<file path="src/rtl/mdu_pkg.sv">
// mdu_pkg: ALU op codes, FSM state type and counter sizing shared by the multiply/divide unit and ALU decode
package mdu_pkg;
    localparam logic [3:0] ALU_MULT = 4'd12;
    localparam logic [3:0] ALU_DIV  = 4'd13;
    localparam int MDU_XLEN  = 32;
    localparam int MDU_CNT_W = $clog2(MDU_XLEN);
    typedef enum logic [1:0] {IDLE, MUL, DIV, DONE} mdu_state_t;
endpackage

</file>
<file path="src/rtl/mult_div_unit.sv">
// mult_div_unit: iterative radix-2 multiply / restoring divide engine with start/busy/done handshake
//   clk, rst (sync, active-high)
//   start, alu_operation[3:0], input1/input2[XLEN-1:0] : request and operands, sampled in IDLE/DONE only
//   busy : iterating; done : one-cycle completion pulse
//   hi/lo[XLEN-1:0] : product halves or remainder/quotient; div_by_zero : last DIV had zero divisor
//   Define MDU_SIGNED_EN for two's-complement operands (magnitude datapath, sign fix on entry to DONE).
module mult_div_unit
    import mdu_pkg::*;
#(
    parameter int XLEN = MDU_XLEN
) (
    input  logic            clk,
    input  logic            rst,
    input  logic            start,
    input  logic [3:0]      alu_operation,
    input  logic [XLEN-1:0] input1,
    input  logic [XLEN-1:0] input2,
    output logic            busy,
    output logic            done,
    output logic [XLEN-1:0] hi,
    output logic [XLEN-1:0] lo,
    output logic            div_by_zero
);
    localparam int CW = $clog2(XLEN);
    mdu_state_t r_state, w_next;
    logic [2*XLEN-1:0] r_acc, w_acc_next, w_mul_next, w_div_next, w_res;
    logic [XLEN-1:0]   r_opnd, r_hi, r_lo, w_a_mag, w_b_mag;
    logic [CW-1:0]     r_count;
    logic              r_dz;
    logic [XLEN:0]     w_sum, w_rem_sh, w_diff;
    logic              w_idle_start, w_is_mul, w_is_div, w_b_zero, w_last, w_ge;
`ifdef MDU_SIGNED_EN
    logic              r_neg_q, r_neg_r;
`endif
    assign busy        = (r_state == MUL) || (r_state == DIV);
    assign done        = (r_state == DONE);
    assign hi          = r_hi;
    assign lo          = r_lo;
    assign div_by_zero = r_dz;
    always_comb begin
        w_idle_start = start && ((r_state == IDLE) || (r_state == DONE));
        w_is_mul     = alu_operation == ALU_MULT;
        w_is_div     = alu_operation == ALU_DIV;
        w_b_zero     = input2 == '0;
        w_last       = r_count == CW'(XLEN - 1);
        w_next       = busy ? (w_last ? DONE : r_state)
                     : !start ? IDLE
                     : w_is_mul ? MUL
                     : w_is_div ? (w_b_zero ? DONE : DIV)
                     : IDLE;
    end
    always_ff @(posedge clk) begin
        if (rst)
            r_state <= IDLE;
        else
            r_state <= w_next;
    end
    always_comb begin
`ifdef MDU_SIGNED_EN
        w_a_mag = input1[XLEN-1] ? -input1 : input1;
        w_b_mag = input2[XLEN-1] ? -input2 : input2;
`else
        w_a_mag = input1;
        w_b_mag = input2;
`endif
        // Multiply: add multiplicand into the upper half when the current multiplier bit is set, then shift right.
        w_sum      = {1'b0, r_acc[2*XLEN-1:XLEN]} + (r_acc[0] ? {1'b0, r_opnd} : '0);
        w_mul_next = {w_sum, r_acc[XLEN-1:1]};
        // Divide: shift the next dividend bit into the remainder; the borrow bit of the trial subtract decides the quotient bit.
        w_rem_sh   = r_acc[2*XLEN-1:XLEN-1];
        w_diff     = w_rem_sh - {1'b0, r_opnd};
        w_ge       = !w_diff[XLEN];
        w_div_next = {w_ge ? w_diff[XLEN-1:0] : w_rem_sh[XLEN-1:0], r_acc[XLEN-2:0], w_ge};
        w_acc_next = (r_state == MUL) ? w_mul_next : w_div_next;
`ifdef MDU_SIGNED_EN
        w_res = (r_state == MUL) ? (r_neg_q ? -w_acc_next : w_acc_next)
              : {r_neg_r ? -w_acc_next[2*XLEN-1:XLEN] : w_acc_next[2*XLEN-1:XLEN],
                 r_neg_q ? -w_acc_next[XLEN-1:0] : w_acc_next[XLEN-1:0]};
`else
        w_res = w_acc_next;
`endif
    end
    always_ff @(posedge clk) begin
        if (rst) begin
            r_acc   <= '0;
            r_opnd  <= '0;
            r_count <= '0;
            r_hi    <= '0;
            r_lo    <= '0;
            r_dz    <= 1'b0;
        end else if (w_idle_start && w_is_mul) begin
            r_acc   <= {{XLEN{1'b0}}, w_b_mag};
            r_opnd  <= w_a_mag;
            r_count <= '0;
        end else if (w_idle_start && w_is_div && w_b_zero) begin
            r_hi <= input1;
            r_lo <= '1;
            r_dz <= 1'b1;
        end else if (w_idle_start && w_is_div) begin
            r_acc   <= {{XLEN{1'b0}}, w_a_mag};
            r_opnd  <= w_b_mag;
            r_count <= '0;
        end else if (busy) begin
            r_acc   <= w_acc_next;
            r_count <= r_count + CW'(1);
            if (w_last) begin
                r_hi <= w_res[2*XLEN-1:XLEN];
                r_lo <= w_res[XLEN-1:0];
                r_dz <= 1'b0;
            end
        end
    end
`ifdef MDU_SIGNED_EN
    always_ff @(posedge clk) begin
        if (rst) begin
            r_neg_q <= 1'b0;
            r_neg_r <= 1'b0;
        end else if (w_idle_start) begin
            r_neg_q <= input1[XLEN-1] ^ input2[XLEN-1];
            r_neg_r <= input1[XLEN-1];
        end
    end
`endif
endmodule

</file>
<file path="config.mk">
export PLATFORM = sky130hd
export DESIGN_NAME = mult_div_unit
export DESIGN_NICKNAME = d
export VERILOG_FILES = /design/src/rtl/mdu_pkg.sv /design/src/rtl/mult_div_unit.sv
export SDC_FILE = /design/constraint.sdc
export NUM_CORES = 1
export LEC_CHECK = 0
export ABC_CLOCK_PERIOD_IN_PS = 4300
export CAP_MARGIN = 10
export CORE_MARGIN = 2
export CORE_UTILIZATION = 58
export DETAILED_ROUTE_END_ITERATION = 10
export GPL_ROUTABILITY_DRIVEN = 1
export PLACE_DENSITY = 0.82
export SYNTH_ARGS = -nofsm -noshare
export SYNTH_HDL_FRONTEND = slang
export SYNTH_SLANG_ARGS = --single-unit
</file>
<file path="constraint.sdc">
create_clock -name clk -period 4.3 [get_ports clk]
set_input_delay 0.43 -clock clk [delete_from_list [all_inputs] [get_ports clk]]
set_output_delay 0.43 -clock clk [all_outputs]
set_load 0.03 [all_outputs]
</file>
Word-level counts from Yosys, hierarchy flattened
Cells that the tools add are included.
{ "word_totals": {"wordCells": 71, "inputBits": 71, "n_memories": 0, "latch_bits": 0, "rom_bits": 0, "regBits": 168, "ram_bits": 0, "output_inout_bits": 67} }
{ "op_classes": {"shifts": 0, "reduce_logical": 19, "mul": 0, "n_eq_ne": 9, "mux": 30, "add_sub_neg": 3, "n_lt_le_gt_ge": 0, "div_mod_pow": 0, "n_bitwise": 2} }
{ "ops": {"columns": ["operator", "count"], "rows": [
  ["$mux W32", 15],
  ["$mux W64", 3],
  ["$add A32 B32 Y33", 1],
  ["$sub A33 B32 Y33", 1],
  ["$logic_not A32 Y1", 1],
  ["$mux W2", 5],
  ["$mux W5", 2],
  ["$eq A4 B4 Y1 const B", 2],
  ["$reduce_bool A2 Y1", 4],
  ["$reduce_and A2 Y1", 3],
  ["$add A5 B1 Y5 const B", 1],
  ["$eq A5 B5 Y1 const B", 1],
  ["$mux W1", 5],
  ["$eq A2 B2 Y1 const B", 2],
  ["$logic_and A1 B1 Y1", 4],
  ["$ne A2 B1 Y1 const B", 2],
  ["$reduce_and A4 Y1", 1],
  ["$reduce_bool A3 Y1", 1],
  ["$eq A2 B1 Y1 const B", 1],
  ["$logic_not A2 Y1", 1],
  ["$logic_or A1 B1 Y1", 2],
  ["$ne A2 B2 Y1 const B", 1],
  ["$not A1 Y1", 2],
  ["$reduce_or A2 Y1", 1],
  ["$logic_not A1 Y1", 1]
]} }

Longest topological paths before layout
Gate-level depths: netlist (run 1).
{ "logic_depth": {"word_depth": 7, "mapped_depth": 15, "ltp_nobuf": 12} }

Worst setup path before layout (run 1)
OpenSTA, ideal clock, no wires.
{ "synth_timing": {"path_type": "reg-to-reg", "from": "reg r_acc[0]", "to": "reg r_acc[63]", "required_time_ps": 4183, "stages_incl_launch_ff": 14, "path_buffers": 2, "t_arrival_ps": 2977, "synth_period_minus_slack_ps": 3095, "setup_time_ps": 117, "path_slack_ps": 1205, "path_cell_list": "dfxtp_1 > clkbuf_1 > and2_1 > ha_1 > clkbuf_1 > a21oi_1 > o211ai_1 > a221oi_1 > a2bb2oi_1 > o21a_1 > o211ai_1 > a31o_2 > a211o_1 > a32o_1"} }
{ "synth_between": {"elab_chain_len": 5} }
{ "synth_rtl": {"columns": ["element", "line", "rtl"], "rows": [
  ["start, declared", "mult_div_unit.sv:26", "logic [2*XLEN-1:0] r_acc, w_acc_next, w_mul_next, w_div_next, w_res;"],
  ["start signal, assigned", "mult_div_unit.sv:92", "r_acc <= {{XLEN{1'b0}}, w_b_mag};"],
  ["start signal, assigned", "mult_div_unit.sv:100", "r_acc <= {{XLEN{1'b0}}, w_a_mag};"],
  ["start signal, assigned", "mult_div_unit.sv:104", "r_acc <= w_acc_next;"],
  ["$mux W32", "mult_div_unit.sv:67", "w_sum = {1'b0, r_acc[2*XLEN-1:XLEN]} + (r_acc[0] ? {1'b0, r_opnd} : '0);"],
  ["$add A32 B32 Y33", "mult_div_unit.sv:67", null],
  ["$mux W64", "mult_div_unit.sv:74", "w_acc_next = (r_state == MUL) ? w_mul_next : w_div_next;"],
  ["$mux W64", "mult_div_unit.sv:103", "end else if (busy) begin"],
  ["$mux W64", "mult_div_unit.sv:99", "end else if (w_idle_start && w_is_div) begin"]
]} }
No other way between the ends. The select of a mux whose other input is x is not followed.
A chain may end at the register's enable or synchronous reset.

Worst setup path in the final report (run 1)
{ "layout_timing": {"from": "reg r_acc[33]", "to": "reg r_hi[3], in the netlist hi[3]"} }
{ "layout_between": {"elab_chain_len": 7, "word_cells_on_any_way": 8, "classes_between": "add/sub (2); mux (6)"} }
{ "layout_rtl": {"columns": ["element", "line", "rtl"], "rows": [
  ["$sub A33 B32 Y33", "mult_div_unit.sv:71", "w_diff = w_rem_sh - {1'b0, r_opnd};"],
  ["$mux W32", "mult_div_unit.sv:73", "w_div_next = {w_ge ? w_diff[XLEN-1:0] : w_rem_sh[XLEN-1:0], r_acc[XLEN-2:0], w_ge};"],
  ["$mux W64 *", "mult_div_unit.sv:74", null],
  ["$mux W32 *", "mult_div_unit.sv:106", "if (w_last) begin"],
  ["$mux W32 *", "mult_div_unit.sv:103", null],
  ["$mux W32 *", "mult_div_unit.sv:99", null],
  ["$mux W32 *", "mult_div_unit.sv:95", "end else if (w_idle_start && w_is_div && w_b_zero) begin"],
  ["end signal, assigned", "mult_div_unit.sv:96", "r_hi <= input1;"],
  ["end signal, assigned", "mult_div_unit.sv:107", "r_hi <= w_res[2*XLEN-1:XLEN];"],
  ["end, declared", "mult_div_unit.sv:27", "logic [XLEN-1:0] r_opnd, r_hi, r_lo, w_a_mag, w_b_mag;"]
]} }
Mark *: on every way between the ends. The rest lies on a longest branch, timed or not. The select of a mux whose other input is x is not followed.

==> reports/qor.yml, run 1 <==
place:
  dpl_worst_slack_ps: 401
  dp_hpwl_um: 31100
  portBuffers: 137
  place.gp.congestion: 1.06
  dpl_cell_area_sq_um: 13600
floorplanning:
  initial_utilization_pct: 59.3
  num_rows: 52
  coreArea_sq_um: 20300
  die_y_um: 148
  dieWidth_um: 148
  design.die.area_sq_um: 21900
  io-pin-count: 138
drt:
  vias: 12900
  wl_per_cell_um: 21.9
  dr.pass1.iters: 5
  viasPerCell: 6.68
  route.antenna.remaining_nets: 0
  drc: 0
  wirelength_um: 42400
  detail_route.iter0.violations: 1358
logic_synthesis:
  synth_top_area_share_pct: 28.0
  yosys_most_used_dff: "dfxtp_1"
  seq_area_frac_synth_pct: 28.0
  avgSynthCellArea_sq_um: 7.62
  synthesis.area_sq_um: 12000
  async_flop_share_pct: 0
  synth-seq-cells: 168
  yosys.area.top_type: "dfxtp_1"
  synth_enable_flop_cells: 0
  synth_fp_nets: 1719
  yosys_warnings: 0
  yosys-top-cells-count: "nor2_1, dfxtp_1, nand2_1"
  synth_most_common_cell: "nor2_1"
  synth.distinct_cells: 80
  synth_cells: 1578
  synth.area.top_cells: "dfxtp_1, ha_1, o21ai_0"
sta:
  final.period_utilization_pct: 90.1
  fmax_ghz: 0.258
  fin_setup_tns_ps: 0
  tightest_slew_ps: 1160
  slew_headroom_pct: 22.0
  finalMaxSlewViolations: 0
  fin_skew_ps: 12.1
  finalCriticalPeriod_ps: 3870
  rsz0062_at_grt: "false"
  finalSetupViolCount: 0
  worst_slack_ps: 426
  hold_violations: 0
worst_hold_path:
  min_path_type: "flip-flop to flip-flop"
  hp-start: "r_count[4]"
  whs_endpoint: "r_count[4]"
  hold-path-cell-count: 2
global_routing:
  grtUsageMet1_pct: 47.7
  grt_max_degree: 54
  grt_pass1_vias: 12100
  busiest_layer: "met2"
  grtUsageMet2_pct: 60.5
  grtUsageMet3_pct: 7.50
  grt_pass1_wl_um: 65600
  antenna_found_initial: 1
  grt-ovfl-total: 0
  grt_use_total_pct: 38.0
clocking:
  post_cts_buffers: 0
  cts.sinks: 168
  cts_resized: 0
  clockRootBuffer: "clkbuf_16"
  cts_tree: "done"
  h-tree-depth: 4
  cts_buffer_depth: 2
  path_clk_slew_ps: 70
  cts_buffers: 17
  cts_hold_buf: 0
  clock_latency_ps: 440
worst_setup_path:
  worstSetupEndpointType: "flip-flop"
  critPathLaunch: "r_acc[33]"
  r2r_slack_ps: 430
  r2r_start: "r_acc[33]"
  cp.arrival_ps: 4170
  reg2reg_depth: 10
  critPathRequiredTime_ps: 4600
  crit_type: "flip-flop to flip-flop"
  reg2reg_to: "hi[3]"
  worstPathMaxFanout: 14
  startpoint_type: "flip-flop"
power:
  cellPowerDensity_nw_per_um2: 299
  vdd_drop_max_uv: 267
  p_sw_share_pct: 33.7
  finalPower_mw: 4.23
  p_clk_share_pct: 36.3
  power.share.combinational_pct: 25.2
  seqPwrFrac_pct: 38.5
  power.internal_mw: 2.80
  p_sw_mw: 1.42
  p_leak_nw: 5.52
layout:
  area_growth_pct: 17.6
  drive_gt1_share_pct: 8.83
  fin_util_pct: 69.7
  final_area_sq_um: 14100
  final_nets: 1793
job:
  max_cap_violations: 0
run_status:
  status: "finished clean"
metrics by stage:
step                      std cells  hold WS, ps
final                          1936          481
after global routing           1935          507
after CTS                      1935          476
after detailed placement       1903          466
after global placement         1903          458
after floorplan                1578          452
worst max path at each step:
stage / slack (ps) / to / cells past startpoint
floorplan: 1210 / r_acc[63] / 13
global placement: 400 / r_opnd[23] / 7
detailed placement: 400 / r_opnd[9] / 7
CTS: 560 / hi[3] / 12
global route: 230 / hi[22] / 12
finish: 430 / hi[3] / 10
power by group through the flow:
stage | clock network (mW) | registers (mW) | logic (mW)
final | 1.54 | 1.63 | 1.07
after detailed placement | 0 | 1.66 | 1.03
after CTS | 1.53 | 1.62 | 1.04
after floorplan | 0 | 1.64 | 0.725
after global placement | 0 | 1.66 | 1.02
after global routing | 1.59 | 1.63 | 1.14
flip-flops by register name, summed over array words and instances (netlist names):
signal	cells
hi	32
lo	32
r_acc	64
r_opnd	32
r_count	5
div_by_zero	1
r_state	2
routing by layer:
| layer | wire length, um | vias to the layer above |
|---|---|---|
| li1 | - | 5968 |
| met1 | 16800 | 6074 |
| met2 | 19100 | 732 |
| met3 | 3650 | 168 |
| met4 | 2850 | 0 |
| met5 | 0 | - |
layout make-up:
cell class / instances / area (sq um)
timing repair buffer: 172 / 1650
sequential: 168 / 3360
clock inverter: 14 / 153
fill: 1730 / 6150
antenna: 1 / 2.50
tap: 270 / 338
clock buffer: 18 / 429
multi-input combinational: 1240 / 8010
inverter: 53 / 199
worst max-delay path, cell delays in order, from the launching register on:
cell and delay, ps:
dfxtp_1 430, ha_1 320, nor2b_4 160, o31a_4 310
o21ai_4 300, o211ai_4 140, a2111oi_4 680, or3_1 660
o311ai_1 310, a221oi_1 330, nor3_1 100
logic make-up after synthesis:
| family | count (synthesis) | synth area share [%] |
|---|---|---|
| flip-flops | 168 | 28.0 |
| XOR/XNOR | 45 | 3.28 |
| multiplexers | 63 | 5.70 |
| buffers and inverters | 170 | 5.73 |
| AO/OA/AOI/OAI | 550 | 30.3 |
| AND/OR/NAND/NOR | 512 | 19.6 |
| adder cells (fa/ha/maj) | 70 | 7.41 |
cell usage in the layout, fill, tap and decap left out, types with 5 or more instances in the layout:
cell type	n
nor2_1	169
a311oi_1	35
mux2i_1	19
mux2_2	44
ha_1	67
buf_4	33
a31oi_1	22
clkbuf_16	17
o21bai_1	8
or2_2	5
o2111ai_1	6
clkdlybuf4s50_1	136
xor2_1	17
a221oi_1	6
nand2b_1	8
nor3_1	24
a211oi_1	49
inv_8	6
a22o_1	9
nand2_1	167
a21oi_1	116
o31ai_1	11
nand4_1	6
nor4_1	10
and4_1	15
o21a_1	8
inv_1	51
and2_1	38
o22ai_1	37
nand3_1	34
clkinv_4	6
o211ai_1	14
and3_1	12
dfxtp_1	168
o21ai_0	139
xnor2_1	28
a211o_1	10
a21o_1	22
No activity file was read; power rests on OpenSTA's default activity.
==> run 2, diff against run 1 <==
SKIP_LAST_GASP = 1   (was default)
==> results of run 2 <==
No change in the layout: final DEF, timing and power equal those of run 1.
==> run 3, diff against run 2 <==
ABC_CLOCK_PERIOD_IN_PS = default   (was 4300)
==> results of run 3 <==
No change in the layout: final DEF, timing and power equal those of run 1.
